## src/rtl/cpu_defines.sv

```systemverilog
// Shared encodings for the memory-port arbiter.
//   arbState_t : bus sequencing state (IDLE, REQ, WAIT)
//   owner_t    : which pipeline stage owns the in-flight transaction
package cpu_defines;

  typedef enum logic [1:0] {
    IDLE = 2'd0,
    REQ  = 2'd1,
    WAIT = 2'd2
  } arbState_t;

  typedef enum logic [1:0] {
    NONE = 2'd0,
    INST = 2'd1,
    DATA = 2'd2
  } owner_t;

endpackage

```

## src/rtl/mem_port_arbiter.sv

```systemverilog
// mem_port_arbiter
// Shares one SRAM-like bus port between instruction fetch (read-only) and
// the memory stage (load/store). One transaction is in flight at a time.
//
// state | meaning
// ------+-----------------------------------------------------------
// IDLE  | no transaction; arbitrate among current requests
// REQ   | bus_req high with latched payload, waiting for bus_addr_ok
// WAIT  | address accepted, waiting for bus_data_ok (may re-arbitrate)
//
// Ports:
//   clk, rst                       clock, async active-high reset
//   inst_req/addr/cancel           fetch request, address, flush pulse
//   inst_rdata/valid               fetch response
//   data_req/wr/wstrb/addr/wdata   load/store request
//   data_rdata/valid               load/store response
//   bus_req/wr/wstrb/addr/wdata    bus address phase (driven from registers)
//   bus_addr_ok/data_ok/rdata      bus handshakes and read data
//   stall_if, stall_mem            pipeline hold requests
module mem_port_arbiter
  import cpu_defines::*;
#(
  parameter int ADDR_W = 32,
  parameter int DATA_W = 32
) (
  input  logic                clk,
  input  logic                rst,
  input  logic                inst_req,
  input  logic [ADDR_W-1:0]   inst_addr,
  input  logic                inst_cancel,
  output logic [DATA_W-1:0]   inst_rdata,
  output logic                inst_valid,
  input  logic                data_req,
  input  logic                data_wr,
  input  logic [DATA_W/8-1:0] data_wstrb,
  input  logic [ADDR_W-1:0]   data_addr,
  input  logic [DATA_W-1:0]   data_wdata,
  output logic [DATA_W-1:0]   data_rdata,
  output logic                data_valid,
  output logic                bus_req,
  output logic                bus_wr,
  output logic [DATA_W/8-1:0] bus_wstrb,
  output logic [ADDR_W-1:0]   bus_addr,
  output logic [DATA_W-1:0]   bus_wdata,
  input  logic                bus_addr_ok,
  input  logic                bus_data_ok,
  input  logic [DATA_W-1:0]   bus_rdata,
  output logic                stall_if,
  output logic                stall_mem
);

  localparam int STRB_W = DATA_W / 8;

  arbState_t         stateQ, stateD;
  owner_t            ownerQ, ownerD;
  logic              cancelQ, cancelD;
  logic              busWrQ, busWrD;
  logic [STRB_W-1:0] busWstrbQ, busWstrbD;
  logic [ADDR_W-1:0] busAddrQ, busAddrD;
  logic [DATA_W-1:0] busWdataQ, busWdataD;

  logic complete;
  logic arbOpen;
  logic dataEligible;
  logic instEligible;

  // The requester finishing this cycle still holds its request line, so it
  // is excluded to avoid re-issuing the same access back-to-back.
  always_comb begin
    complete     = (stateQ == WAIT) && bus_data_ok;
    arbOpen      = (stateQ == IDLE) || complete;
    dataEligible = data_req && !(complete && ownerQ == DATA);
    instEligible = inst_req && !(complete && ownerQ == INST);
  end

  always_comb begin
    stateD    = stateQ;
    ownerD    = ownerQ;
    cancelD   = cancelQ;
    busWrD    = busWrQ;
    busWstrbD = busWstrbQ;
    busAddrD  = busAddrQ;
    busWdataD = busWdataQ;

    case (stateQ)
      REQ:     if (bus_addr_ok) stateD = WAIT;
      WAIT:    ;
      IDLE:    ;
      default: stateD = IDLE;
    endcase

    if (arbOpen) begin
      stateD = IDLE;
      ownerD = NONE;
      if (dataEligible) begin
        stateD    = REQ;
        ownerD    = DATA;
        busWrD    = data_wr;
        busWstrbD = data_wstrb;
        busAddrD  = data_addr;
        busWdataD = data_wdata;
      end else if (instEligible) begin
        stateD    = REQ;
        ownerD    = INST;
        busWrD    = 1'b0;
        busWstrbD = '0;
        busAddrD  = inst_addr;
        busWdataD = '0;
      end
    end

    // A flushed fetch still finishes on the bus; the flag only suppresses
    // its response and is dropped when that transaction ends.
    if (complete) begin
      cancelD = 1'b0;
    end else if (inst_cancel && ownerQ == INST && stateQ != IDLE) begin
      cancelD = 1'b1;
    end
  end

  always_ff @(posedge clk or posedge rst) begin
    if (rst) begin
      stateQ    <= IDLE;
      ownerQ    <= NONE;
      cancelQ   <= 1'b0;
      busWrQ    <= 1'b0;
      busWstrbQ <= '0;
      busAddrQ  <= '0;
      busWdataQ <= '0;
    end else begin
      stateQ    <= stateD;
      ownerQ    <= ownerD;
      cancelQ   <= cancelD;
      busWrQ    <= busWrD;
      busWstrbQ <= busWstrbD;
      busAddrQ  <= busAddrD;
      busWdataQ <= busWdataD;
    end
  end

  assign bus_req   = (stateQ == REQ);
  assign bus_wr    = busWrQ;
  assign bus_wstrb = busWstrbQ;
  assign bus_addr  = busAddrQ;
  assign bus_wdata = busWdataQ;

  assign inst_valid = complete && ownerQ == INST && !cancelQ && !inst_cancel;
  assign data_valid = complete && ownerQ == DATA;
  assign inst_rdata = bus_rdata;
  assign data_rdata = bus_rdata;

  assign stall_if  = inst_req & ~inst_valid;
  assign stall_mem = data_req & ~data_valid;

endmodule

```

## config.mk

```make
export PLATFORM = sky130hd
export DESIGN_NAME = mem_port_arbiter
export DESIGN_NICKNAME = d
export VERILOG_FILES = /design/src/rtl/cpu_defines.sv /design/src/rtl/mem_port_arbiter.sv
export SDC_FILE = /design/constraint.sdc
export NUM_CORES = 1
export LEC_CHECK = 0
export BUFFER_PORTS_ARGS = -buffer_cell sky130_fd_sc_hd__buf_4
export CAP_MARGIN = 20
export CELL_PAD_IN_SITES_DETAIL_PLACEMENT = 1
export CELL_PAD_IN_SITES_GLOBAL_PLACEMENT = 1
export CORE_MARGIN = 2
export CORE_UTILIZATION = 31
export DETAILED_ROUTE_END_ITERATION = 12
export GPL_ROUTABILITY_DRIVEN = 0
export PLACE_DENSITY_LB_ADDON = 0.15
export SETUP_SLACK_MARGIN = 0.5
export SLEW_MARGIN = 5
export SYNTH_ARGS = -nofsm -noshare
export SYNTH_HDL_FRONTEND = slang
export SYNTH_SLANG_ARGS = --single-unit
```

## constraint.sdc

```tcl
create_clock -name clk -period 3.3 [get_ports clk]
set_input_delay 0.165 -clock clk [delete_from_list [all_inputs] [get_ports clk]]
set_output_delay 0.165 -clock clk [all_outputs]
set_load 0.02 [all_outputs]
```

* Word-level counts from Yosys, hierarchy flattened
Index checks and enable logic that the tools add are counted.
** Storage, ports and cells
- Register bits after elaboration :: 74
- Input port bits :: 140
- Output and inout port bits :: 138
- Word-level logic and storage cells :: 54
** Cells by class
- Equality and inequality tests :: 6
- Muxes and demuxes :: 16
- Bitwise operators :: 4
- Reduce and logical (&&, ||, !) cells :: 21
** Operators by type and width (count)
- two-way mux 32 bit :: 4
- logical AND 1 bit :: 9
- two-way mux 4 bit :: 2
- two-way mux 1 bit :: 6
- two-way mux 2 bit :: 3
- nonzero test 2 bit :: 3
- equality test 2 x 1 -> 1 bit, second input constant :: 2
- equality test 2 bit, second input constant :: 2
- zero test 1 bit :: 4
- case mux 2 bit (2 select lines) :: 1
- AND reduction 2 bit :: 2
- inequality test 3 x 1 -> 1 bit, second input constant :: 1
- bitwise AND 1 bit :: 2
- zero test 2 bit :: 1
- inequality test 2 x 1 -> 1 bit, second input constant :: 1
- NOT 1 bit :: 2
- OR reduction 2 bit :: 1
- logical OR 1 bit :: 1

* Longest topological paths before layout
- Depth after elaboration :: 8
- Depth in mapped cells :: 6
- Gate-level depth less buffers :: 4

* Least setup slack after synthesis
Ideal clock, no wire load.
- Path type :: flip-flop to output port
- From :: reg stateQ[0]
- To :: out stall_if
- Arrival :: 1.730 ns
- Required time :: 3.135 ns
- Setup slack :: 1.405 ns
- Cell stages (with the launch flop) :: 4
- Buffers on the path :: 0
- Cells stage by stage :: dfrtp_1 > nand3b_1 > nor4b_1 > nor2b_1
** On the way
- Cells in the longest elaborated chain, start to end :: 7
** RTL lines
- start, declared :: line mem_port_arbiter.sv:54 : arbState_t stateQ, stateD;
- start signal, assigned :: line mem_port_arbiter.sv:131 : stateQ <= stateD;
- equality test 2 bit :: line mem_port_arbiter.sv:70 : complete = (stateQ == WAIT) && bus_data_ok;
- logical AND 1 bit :: line mem_port_arbiter.sv:70
- logical AND 1 bit (3 in a row) :: line mem_port_arbiter.sv:147 : assign inst_valid = complete && ownerQ == INST && !cancelQ && !inst_cancel;
- net inst_valid :: line mem_port_arbiter.sv:32 : output logic inst_valid,
- NOT 1 bit :: line mem_port_arbiter.sv:152 : assign stall_if = inst_req & ~inst_valid;
- bitwise AND 1 bit :: line mem_port_arbiter.sv:152
- end, declared :: line mem_port_arbiter.sv:48 : output logic stall_if,
The timed path passes the listed nets, and every way through them passes these cells.

* Worst setup path in the final report
- From :: reg stateQ[0]
- To :: reg busAddrQ[22], in the netlist bus_addr[22]
** On the way
- Cells in the longest elaborated chain, start to end :: 7
- Elaborated cells on any way between the ends :: 13
- Classes of those cells :: eq/ne (1); mux (1); reduce/logical (11)
** RTL lines
- equality test 2 bit :: line mem_port_arbiter.sv:70
- logical AND 1 bit :: line mem_port_arbiter.sv:70
- logical AND 1 bit (on tied branches) :: line mem_port_arbiter.sv:72, mem_port_arbiter.sv:73
- zero test 1 bit (on tied branches) :: line mem_port_arbiter.sv:72, mem_port_arbiter.sv:73
- logical AND 1 bit (on tied branches) :: line mem_port_arbiter.sv:72, mem_port_arbiter.sv:73
- nonzero test 2 bit (no line)
- AND reduction 2 bit (no line)
- end signal, assigned :: line mem_port_arbiter.sv:136 : busAddrQ <= busAddrD;
- end, declared :: line mem_port_arbiter.sv:59 : logic [ADDR_W-1:0] busAddrQ, busAddrD;
Several ways; a longest one is shown, not always the timed one.
A chain may end at the register's enable or synchronous reset.

==> run metrics <==
status=complete, no violations; fraction of layout cells with a size suffix above 1=63.55%; Worst EP required=3.51 ns; Yosys reg bits=74; CP max stage delay=0.41 ns; Mapped Avg Cell Area=12.92 sq um; Synth Net Count=422; Final Max Slew Viols=0; Worst Setup End Kind=register; Cells after Synth=282; Overall Global Routing Usage=15.36%; switching power=1.852 mW; Ports=278; final core utilization=43.51%; Ys Warns=0; Inst Count DP=532; unrepaired setup endpoints after global routing=false; sw frac=37.76%; CP max-delay cell=dfrtp_1; kind of critical path=register to register; DRT iter0 DRCs=66; DP Wirelength=7027 microns; setup violators final=0; Die Ht=112.4 microns; core area=11420 sq um; Clk Latency, worst-skew pair=0.33 ns; Worst IR Drop VDD=0.4216 mV; Fin Setup TNS=0 ns; crit share post-route=67.95%; Pwr per Cell Area=986.9 nW/um^2; final hold vios=0; cell chain of the critical path=nand3b_1 -> o21ai_4 -> buf_4 -> mux2_2 -> mux2_1; top post-synthesis cells by area=dfrtp_1 (51%), mux2_2 (16%), buf_4 (15%); vias per std cell=4.721; detailed-route DRC error count=0; drt first pass iters=4; # diodes=0; Seq pwr share=33.6%; routed len/inst=17.42 microns; top-area cell type share of the netlist area=50.84%; Die Wd=112.4 microns; grt ovf=0; leak pwr=2.446 nW; Resized cells post-CTS=0; f_max=446.0 MHz; Tmin final=2.242 ns; initial antenna violation count=0; clock share of power=18.7%; Final Non-Filler Cells=549; Pint=3.052 mW; post-synthesis cell type count=25; Root Buffer Master=clkbuf_16; Area growth syn-to-layout=36.41%; Worst slew margin=56.94%; Worst setup SP type=register; setup bufs post-CTS=0; clk slew on worst S/H paths=0.06 ns; combined buffer and inverter count along the critical path=1; CTS buffer count=9; min-delay worst type=input pin to register; largest net degree at the start of global routing=71; Crit path arrival time=2.45 ns; first-pass GRT wire length=15140 microns; floorplan row count=39; CTS tree=yes; mapped cell area=3642 sq um; CTS Buffer Depth=2; Slew @ Worst Pin=0.6452 ns; initial core utilization=31.90%; die area=12630 sq um; clock sink total=74; Crit path max-delay family=multiplexers; total via count in the routed design=2592; sequential cell area fraction in the yosys report=50.84%; cell taking the most area after synthesis=dfrtp_1; post-route ant nets=0; crit-path max FO=25; Post-CTS Hold Buffers=1; drt total wl=9562 microns; Clock Skews=0.003660 ns; Layout Nets=541; H-tree levels=3; Max-cap violations=0; IO Port Bufs=181; vias in the first global route=2868; combinational power share=47.7%
## cell type report
class                   instances  area, sq um
inverters                       5        20.02
clock inverters                 4        26.28
well taps                     143        178.9
multi-input cells             125         1224
clock buffers                  12        256.5
repair buffers                186         1411
flip-flops and latches         74         1852
fillers                      1205         6450
## worst paths after layout
kind | start | end | slack, ns | cells after the start
max in group asynchronous | rst | bus_addr[1]$_DFFE_PP0P_ | 1.87 | 4
min in group asynchronous | rst | bus_addr[5]$_DFFE_PP0P_ | 0.49 | 3
worst min-delay path | bus_addr_ok | stateQ[0]$_DFFE_PP0P_ | 0.03 | 2
worst max register to register | stateQ[0]$_DFFE_PP0P_ | bus_addr[22]$_DFFE_PP0P_ | 1.06 | 5
worst min register to register | bus_addr[24]$_DFFE_PP0P_ | bus_addr[24]$_DFFE_PP0P_ | 0.49 | 1
worst max-delay path | stateQ[0]$_DFFE_PP0P_ | bus_addr[22]$_DFFE_PP0P_ | 1.06 | 5
## stage by stage
| stage | hold slack (ns) | setup WS [ns] | cell area (sq um) | total power, mW |
|---|---|---|---|---|
| after floorplan | 0.2513 | 1.253 | 3642 | 3.098 |
| after global placement | 0.2791 | 1.118 | 4676 | 3.996 |
| after detailed placement | 0.2886 | 1.035 | 4676 | 4.040 |
| after CTS | 0.01975 | 1.009 | 4969 | 4.994 |
| after global routing | 0.01748 | 0.8925 | 4969 | 5.219 |
| final | 0.02780 | 1.058 | 4969 | 4.904 |
## per-layer routing
metal  track usage [%]  up-vias  part of all wire, %
met1             17.49     1249                   38
li1                  -     1173                    -
met2             25.34      150                   48
met3             5.886       20                   11
met5                 0        -                    0
met4             7.561        0                  2.0
## synth_stat cells
cell type / count
a32oi_2: 1
a21o_1: 1
dfrtp_1: 74
buf_2: 6
nor2b_1: 3
inv_1: 4
nand2_1: 1
o21ai_1: 1
nand2b_4: 1
nand3b_1: 1
and3_1: 1
a22o_1: 38
mux2_1: 11
nor2_1: 3
nand2b_1: 1
clkbuf_1: 1
a21oi_1: 3
mux2_2: 53
o31ai_1: 1
o21ai_0: 2
inv_2: 1
nand3_1: 1
o21ai_2: 1
buf_4: 71
nor4b_1: 1
## kinds of logic (layout without fill, tap and decap cells)
| family | after synthesis | in the layout | share of synthesized area [%] |
|---|---|---|---|
| AOI/OAI and AO/OA | 48 | 48 | 11.06 |
| buffers and inverters | 83 | 207 | 16.08 |
| DFF | 74 | 74 | 50.84 |
| muxes | 64 | 64 | 19.79 |
| and+or+nand+nor | 13 | 13 | 2.233 |
## state kept, by name (all words and copies together), names as in the netlist
signal / flops
bus_addr: 32
bus_wdata: 32
bus_wstrb: 4
ownerQ: 2
stateQ: 2
bus_wr: 1
cancelQ: 1
## power groups by stage
stage | combinational [mW] | sequential, mW | clock (mW)
floorplan | 0.934 | 2.16 | 0
global placement | 2.35 | 1.65 | 0
CTS | 2.39 | 1.65 | 0.953
global route | 2.51 | 1.72 | 0.992
detailed placement | 2.39 | 1.65 | 0
finish | 2.34 | 1.65 | 0.918
## layout by cell type, fill, tap and decap left out, types with 9 or more instances in the layout
cell,n
mux2_2,53
buf_4,184
a22o_1,38
dfrtp_1,74
clkbuf_16,9
mux2_1,11
Note: power is estimated with default switching activity, not from simulation.
